### config.mk
export PLATFORM = sky130hd
export DESIGN_NAME = ring_phase_monitor
export DESIGN_NICKNAME = d
export VERILOG_FILES = /design/src/rtl/ring_mon_pkg.sv /design/src/rtl/ring_phase_monitor_onehot_enc.sv /design/src/rtl/ring_phase_monitor.sv
export SDC_FILE = /design/constraint.sdc
export NUM_CORES = 1
export LEC_CHECK = 0
export CORE_ASPECT_RATIO = 0.7
export CORE_MARGIN = 8
export CORE_UTILIZATION = 40
export CTS_CLUSTER_SIZE = 8
export DETAILED_ROUTE_END_ITERATION = 6
export PLACE_DENSITY_LB_ADDON = 0.3
export SLEW_MARGIN = 20
export SYNTH_ARGS = -nofsm -noshare
export SYNTH_HDL_FRONTEND = slang
export SYNTH_SLANG_ARGS = --single-unit
export TNS_END_PERCENT = 30
### constraint.sdc
create_clock -name clk -period 2.5 [get_ports clk]
set_input_delay 0.375 -clock clk [delete_from_list [all_inputs] [get_ports clk]]
set_output_delay 0.375 -clock clk [all_outputs]
set_load 0.02 [all_outputs]
### src/rtl/ring_mon_pkg.sv
// Shared types and helpers for the ring phase monitor.
// Helpers work on MAX_W-wide vectors with an explicit ring width so that
// any instance width up to MAX_W can reuse them.
package ring_mon_pkg;

  localparam int unsigned MAX_W = 32;

  typedef enum logic [1:0] {
    UNSYNC,
    LOCKED,
    ERR
  } mon_state_t;

  // INIT pattern (MSB-only) for a ring of width w
  function automatic logic [MAX_W-1:0] init_pat(input int unsigned w);
    return MAX_W'(1) << (w - 1);
  endfunction

  // Expected successor: rotate right by one within a ring of width w
  function automatic logic [MAX_W-1:0] rot(input logic [MAX_W-1:0] p,
                                           input int unsigned     w);
    logic [MAX_W-1:0] pm;
    pm = p & ((init_pat(w) << 1) - MAX_W'(1));
    return (pm >> 1) | (MAX_W'(pm[0]) << (w - 1));
  endfunction

  // Exactly one bit set
  function automatic logic is_onehot(input logic [MAX_W-1:0] p);
    return (p != '0) && ((p & (p - MAX_W'(1))) == '0);
  endfunction

endpackage

### src/rtl/ring_phase_monitor_onehot_enc.sv
// One-hot to phase-index encoder: MSB maps to index 0, LSB to WIDTH-1.
// legal is high only when exactly one bit is set.
module onehot_enc
  import ring_mon_pkg::*;
#(
  parameter  int unsigned WIDTH = 4,
  localparam int unsigned IW    = (WIDTH > 1) ? $clog2(WIDTH) : 1
) (
  input  logic [WIDTH-1:0] vec,
  output logic [IW-1:0]    idx,
  output logic             legal
);

  // Priority scan; for illegal inputs idx is don't-care but defined
  always_comb begin
    idx = '0;
    for (int unsigned i = 0; i < WIDTH; i++) begin
      if (vec[i]) idx = IW'(WIDTH - 1 - i);
    end
    legal = is_onehot(MAX_W'(vec));
  end

endmodule

### src/rtl/ring_phase_monitor.sv
// Ring phase monitor: checks a one-hot ring counter for legal rotation,
// reports its phase and counts revolutions.
// Optional macro RING_MON_RELOCK_EN: allow ERR to re-lock on a legal
// rotation step without a ring_clr (sticky error is kept).
module ring_phase_monitor
  import ring_mon_pkg::*;
#(
  parameter  int unsigned WIDTH = 4,
  parameter  int unsigned REV_W = 8,
  localparam int unsigned PW    = (WIDTH > 1) ? $clog2(WIDTH) : 1
) (
  input  logic             clk,
  input  logic             clr_n,
  input  logic             ring_clr,
  input  logic [WIDTH-1:0] ring_q,
  output logic [PW-1:0]    phase,
  output logic             locked,
  output logic             rev_tick,
  output logic [REV_W-1:0] rev_cnt,
  output logic             err,
  output logic             err_stky
);

  localparam logic [WIDTH-1:0] INIT    = WIDTH'(init_pat(WIDTH));
  localparam logic [WIDTH-1:0] LSB_ONE = WIDTH'(1);

  mon_state_t       state_q, state_d;
  logic [WIDTH-1:0] cur, prev_q, exp_q;
  logic             clr_d;
  logic [PW-1:0]    cur_idx;
  logic             cur_legal;
  logic             relock_clr, err_d, tick_d;

  assign cur   = ring_q;
  assign exp_q = WIDTH'(rot(MAX_W'(prev_q), WIDTH));

`ifdef RING_MON_RELOCK_EN
  logic prev_legal;
  assign prev_legal = is_onehot(MAX_W'(prev_q));
`endif

  onehot_enc #(.WIDTH(WIDTH)) u_enc (
    .vec   (cur),
    .idx   (cur_idx),
    .legal (cur_legal)
  );

  // State register
  always_ff @(posedge clk or negedge clr_n) begin
    if (!clr_n) state_q <= UNSYNC;
    else        state_q <= state_d;
  end

  // Next-state logic
  always_comb begin
    state_d    = state_q;
    relock_clr = 1'b0;
    case (state_q)
      UNSYNC: if (clr_d && cur == INIT) state_d = LOCKED;
      LOCKED: begin
        if (clr_d) begin
          if (cur != INIT) state_d = ERR;
        end else if (!(cur_legal && cur == exp_q)) begin
          state_d = ERR;
        end
      end
      ERR: begin
        if (clr_d && cur == INIT) begin
          state_d    = LOCKED;
          relock_clr = 1'b1;
        end
`ifdef RING_MON_RELOCK_EN
        else if (prev_legal && cur == exp_q) begin
          state_d = LOCKED;
        end
`endif
      end
      default: state_d = UNSYNC;
    endcase
  end

  assign err_d  = (state_q == LOCKED) && (state_d == ERR);
  // A reload (clr_d) never counts as a revolution
  assign tick_d = (state_q == LOCKED) && !clr_d && (prev_q == LSB_ONE) && (cur == INIT);
  assign locked = (state_q == LOCKED);

  // Sample history and registered outputs
  always_ff @(posedge clk or negedge clr_n) begin
    if (!clr_n) begin
      prev_q   <= '0;
      clr_d    <= 1'b0;
      phase    <= '0;
      rev_tick <= 1'b0;
      rev_cnt  <= '0;
      err      <= 1'b0;
      err_stky <= 1'b0;
    end else begin
      prev_q   <= cur;
      clr_d    <= ring_clr;
      rev_tick <= tick_d;
      err      <= err_d;
      if (state_d == LOCKED) phase <= cur_idx;
      if (clr_d)       rev_cnt <= '0;
      else if (tick_d) rev_cnt <= rev_cnt + REV_W'(1);
      if (err_d)           err_stky <= 1'b1;
      else if (relock_clr) err_stky <= 1'b0;
    end
  end

endmodule

==> impl_metrics.toml, run 1 <==
[outcome]
outcome = "completed"

[timing]
finalHoldViolCount = 0
rsz0062_at_grt = "false"
finalCritPeriodShare = 0.8017
fmax_mhz = 498.9
finalSetupTns_ns = 0
fin_skew_ns = 0.002935
layout_setup_ws_ns = 0.4956
relSlewSlack = 0.7052
slew_violations = 0
finalSetupViolations = 0
layout_min_cycle_time_ns = 2.004
tightestPinTransition_ns = 0.4423

[clocking]
cts_tree = "done"
clk_latency_ns = 0.25
clk_pin_slew_worst_paths_ns = 0.07
htreeDepth = 1
cts_resized = 0
cts.root.buffer_cell = "clkbuf_8"
postCtsHoldBufs = 0
cts_buffers = 3
clock_path_buffers = 2
postCtsSetupBuffers = 0
clock_sinks = 20

[worst_setup_path]
worst_setup_path_end_kind = "primary output"
cp.arrival_ns = 1.63
path_max_fanout = 8
path_class = "reg -> out"
required_ns = 2.12
cp-start-kind = "flip-flop"

[routing]
drt_wl_total_mm = 2.265
via_count = 878
viasPerCell = 5.135
ant_nets = 0
drc = 0
firstDrtPassIters = 4
drtIter0Drc = 39
drt-wirelength-per-cell_um = 13.25

[place]
dp_worst_setup_slack_ns = 0.3243
place.gp.congestion = 0.8379
port_buffers = 20
hpwlAfterDp_mm = 1.723

[floorplan]
dieHeight_um = 59.72
ios = 21
die_x_um = 78.46
rows = 16
die-area_sq_um = 4686
core_region_area_sq_um = 2703
start_util = 0.4042

[logic_synthesis]
synth_top_area_cell = "dfrtp_1"
synthesis.nets = 124
ys_types = 40
synth_area_sq_um = 1092
synth.area.top_cells = "dfrtp_1, nor2_1, a21oi_1"
syn_inst = 116
synth_top_area_share = 0.4582
ys.warnings.count = 0
ys_ff_latch = 20
ys_seq_area_frac = 0.4582
avgSynthCellArea_sq_um = 9.416

[finish]
final_layout_size_suffix_gt1_frac = 0.08148
diodes = 0
nNetsFinal = 144
area_growth_pct = 24.17
final_cell_mix = "dfrtp_1, clkdlybuf4s50_1, nor2_1"

[global_route]
grt_pass1_wl_mm = 3.815
track_usage = 0.1039
grt_max_degree = 21
grt_overflow = 0
grt_pass1_vias = 845
grt_antenna_before_repair = 0

[pwr]
p_leak_nw = 0.5797
power_density_nw_per_um2 = 528.9
irDropWorstVdd_mv = 0.2944

[worst_hold_path]
hold_path_class = "in -> async"

[run]
cap_violations = 0
worst paths after layout:
| path | startpoint | slack (ns) | depth (start not counted) | to |
|---|---|---|---|---|
| setup reg to reg | clr_d$_DFF_PN0_ | 0.88 | 5 | rev_cnt[6]$_DFFE_PN0P_ |
| max in group asynchronous | clr_n | 1.84 | 2 | prev_q[1]$_DFF_PN0_ |
| hold reg to reg | err_stky$_DFFE_PN0P_ | 0.52 | 2 | err_stky$_DFFE_PN0P_ |
| hold / removal | clr_n | 0.45 | 2 | rev_cnt[2]$_DFFE_PN0P_ |
| setup / recovery | state_q[1]$_DFF_PN0_ | 0.50 | 3 | locked |
| min in group clk | err_stky$_DFFE_PN0P_ | 0.52 | 2 | err_stky$_DFFE_PN0P_ |
sequential cells by signal, indices dropped and copies added (netlist names):
name / flops
rev_cnt: 8
phase: 2
prev_q: 4
err_stky: 1
state_q: 2
err: 1
rev_tick: 1
clr_d: 1
worst max-delay path, cell delays in order (launching register included):
cell	delay [ns]
dfrtp_1	0.48
nand2b_1	0.23
inv_1	0.07
clkdlybuf4s50_1	0.59
power by group:
part	switching [W]	leakage [nW]	internal, W
Clock	0.0000991	0.0288	0.000140
Sequential	0.0000253	0.262	0.000343
Combinational	0.0000587	0.289	0.0000512
per-stage QoR:
step	instance area, sq um	hold slack, ns	utilization	power, W	std cells
CTS	1356	0.4616	0.5019	0.0007274	171
global route	1356	0.4686	0.5019	0.0007560	171
finish	1356	0.4549	0.5019	0.0007174	171
detailed placement	1301	0.5111	0.4815	0.0004849	167
floorplan	1092	0.07941	-	0.0004331	116
global placement	1301	0.5065	0.4815	0.0004833	167
logic make-up after synthesis:
logic type | share of synthesized area
AOI/OAI and AO/OA | 0.1306
buffers and inverters | 0.05383
xor gates and xnor gates | 0.06414
and+or+nand+nor | 0.2726
muxes | 0.009164
DFF | 0.4582
adders and majority gates | 0.01145
routing by layer:
metal	up-vias	wire, um	track usage
li1	443	-	-
met1	416	1154	0.1283
met2	14	942	0.1482
met3	5	127	0.04505
met4	0	40	0.05774
met5	-	0	0
cell usage after synthesis:
cell type	count
and3_1	3
a21boi_1	1
o21ai_2	1
nor2b_1	3
mux2i_1	1
o21ai_0	3
xnor2_1	4
nand4_1	2
a22oi_1	2
nand3b_1	1
or3_4	1
nand2b_1	3
a41o_1	1
o31a_1	1
or3_1	1
o2bb2ai_1	1
buf_6	2
or2_2	1
nand4_2	1
nand2_1	9
nor3_2	1
a21oi_1	8
and2_1	1
dfrtp_1	20
and4b_1	1
nor3b_2	1
o21ai_1	3
and4_1	2
nor2_1	13
inv_1	4
buf_2	2
nor3_1	6
a31oi_1	1
nand3_1	2
nor4_1	1
o21a_1	1
ha_1	1
xor2_1	4
buf_4	1
clkbuf_1	1
cell type report:
| class | count | area, sq um |
|---|---|---|
| clock buffers | 4 | 55.05 |
| well taps | 36 | 45.04 |
| flip-flops and latches | 20 | 500.5 |
| multi-input cells | 86 | 533.0 |
| fillers | 248 | 1346 |
| inverters | 4 | 15.01 |
| repair buffers | 21 | 207.7 |
Note: power is estimated with default switching activity, not from simulation.
==> inputs of run 2 (changes only) <==
==> constraint.sdc (replaced) <==
create_clock -name clk -period 2 [get_ports clk]
set_input_delay 0.3 -clock clk [delete_from_list [all_inputs] [get_ports clk]]
set_output_delay 0.3 -clock clk [all_outputs]
set_load 0.02 [all_outputs]
==> impl_metrics.toml, run 2 (synthesis results as in run 1) <==
[outcome]
outcome = "completed"

[global_route]
grt_antenna_before_repair = 0
grt_util_met3 = 0.04655
grtUsageMet2 = 0.1624
met1_usage = 0.1253
grt_max_degree = 21
grt_busiest_layer = "met2"
grt_pass1_vias = 850
grt_pass1_wl_mm = 3.884
grt_overflow = 0
track_usage = 0.1048

[routing]
drt-wirelength-per-cell_um = 13.16
via_count = 919
firstDrtPassIters = 4
ant_nets = 0
drc = 0
drtIter0Drc = 49
drt_wl_total_mm = 2.356
viasPerCell = 5.134

[floorplan]
core_region_area_sq_um = 2703
dieHeight_um = 59.72
die-area_sq_um = 4686
start_util = 0.4042
rows = 16
die_x_um = 78.46
ios = 21

[worst_setup_path]
worst_setup_path_end_kind = "primary output"
cp_top_family = "buffers and inverters"
crit_slowest_cell = "clkdlybuf4s50_1"
cp_num_buf_inv = 2
path_class = "reg -> out"
path_cells = "nand2b_1, inv_1, clkdlybuf4s50_1"
required_ns = 1.70
path_max_fanout = 8
cp.arrival_ns = 1.56
r2r_slack_ns = 0.52
cp-start-kind = "flip-flop"
critPathMaxStageDelay_ns = 0.60

[place]
place.gp.congestion = 0.9268
dp.cells = 175
port_buffers = 20
hpwlAfterDp_mm = 1.755

[timing]
layout_min_cycle_time_ns = 1.864
rsz0062_at_grt = "false"
relSlewSlack = 0.8009
fmax_mhz = 536.4
slew_violations = 0
finalSetupTns_ns = 0
tightestPinTransition_ns = 0.2977
fin_skew_ns = 0.004725
finalCritPeriodShare = 0.9322
finalSetupViolations = 0
finalHoldViolCount = 0

[clocking]
cts_tree = "done"
clk_pin_slew_worst_paths_ns = 0.07
htreeDepth = 1
cts_resized = 0
postCtsSetupBuffers = 0
clock_path_buffers = 2
cts_buffers = 3
clk_latency_ns = 0.26
postCtsHoldBufs = 0
cts.root.buffer_cell = "clkbuf_8"
clock_sinks = 20

[pwr]
p_clk_frac = 0.335
intPower_w = 0.0006811
p_sw_frac = 0.2607
power_density_nw_per_um2 = 650.4
p_switching_w = 0.0002402
p_seq_frac = 0.483
pwr-share-comb = 0.182
irDropWorstVdd_mv = 0.5166
p_leak_nw = 0.6184

[finish]
final_util = 0.5241
diodes = 0
stdcell_count = 179
reg_top3 = "rev_cnt x8, prev_q x4"
nNetsFinal = 152
area_growth_pct = 29.67
final_layout_size_suffix_gt1_frac = 0.1329
regMostFlops = "rev_cnt"
largest_reg_flops = 8
final_cell_mix = "dfrtp_1, clkdlybuf4s50_1, nor2_1"

[run]
cap_violations = 0

[worst_hold_path]
hold_path_class = "in -> async"
[run 2: cell count changes in the layout (fill, tap and decap cells not counted), sizes merged]
cell,before,now
buf,1,9
[run 2: layer usage]
metal | vias up | wire length (um)
li1 | 459 | -
met3 | 2 | 188
met1 | 433 | 1097
met5 | - | 0
met4 | 0 | 10
met2 | 25 | 1059
[run 2: area by class of cell]
cell class | instances | area (sq um)
fill | 257 | 1286
tap | 36 | 45.04
multi-input combinational | 86 | 533.0
inverter | 4 | 15.01
sequential | 20 | 500.5
clock buffer | 4 | 55.05
timing repair buffer | 29 | 267.8
[run 2: metrics by stage]
stage / instance area, sq um / hold WS, ns / setup slack, ns / total power [W]
floorplan: 1092 / 0.004409 / 0.6093 / 0.0005414
global placement: 1361 / 0.5019 / 0.07954 / 0.0006199
detailed placement: 1361 / 0.5096 / 0.02343 / 0.0006213
CTS: 1416 / 0.3769 / 0.1242 / 0.0009323
global route: 1416 / 0.3896 / 0.04186 / 0.0009660
finish: 1416 / 0.3692 / 0.1357 / 0.0009213
[run 2: power by group through the flow]
stage / Combinational, W / Clock (W) / Sequential (W)
2_1_floorplan: 0.0000666 / 0 / 0.000475
3_3_place_gp: 0.000168 / 0 / 0.000452
3_5_place_dp: 0.000168 / 0 / 0.000453
4_1_cts: 0.000169 / 0.000318 / 0.000445
5_1_grt: 0.000183 / 0.000334 / 0.000449
6_report: 0.000168 / 0.000308 / 0.000445
[run 2: final timing paths]
check,start,to,depth (start not counted)
max,state_q[0]$_DFF_PN0_,locked,3
min,clr_n,rev_cnt[2]$_DFFE_PN0P_,2
max reg2reg,state_q[1]$_DFF_PN0_,rev_cnt[4]$_DFFE_PN0P_,6
min reg2reg,err_stky$_DFFE_PN0P_,err_stky$_DFFE_PN0P_,2
max in group asynchronous,clr_n,phase[1]$_DFFE_PN0N_,2
min in group clk,ring_clr,clr_d$_DFF_PN0_,1
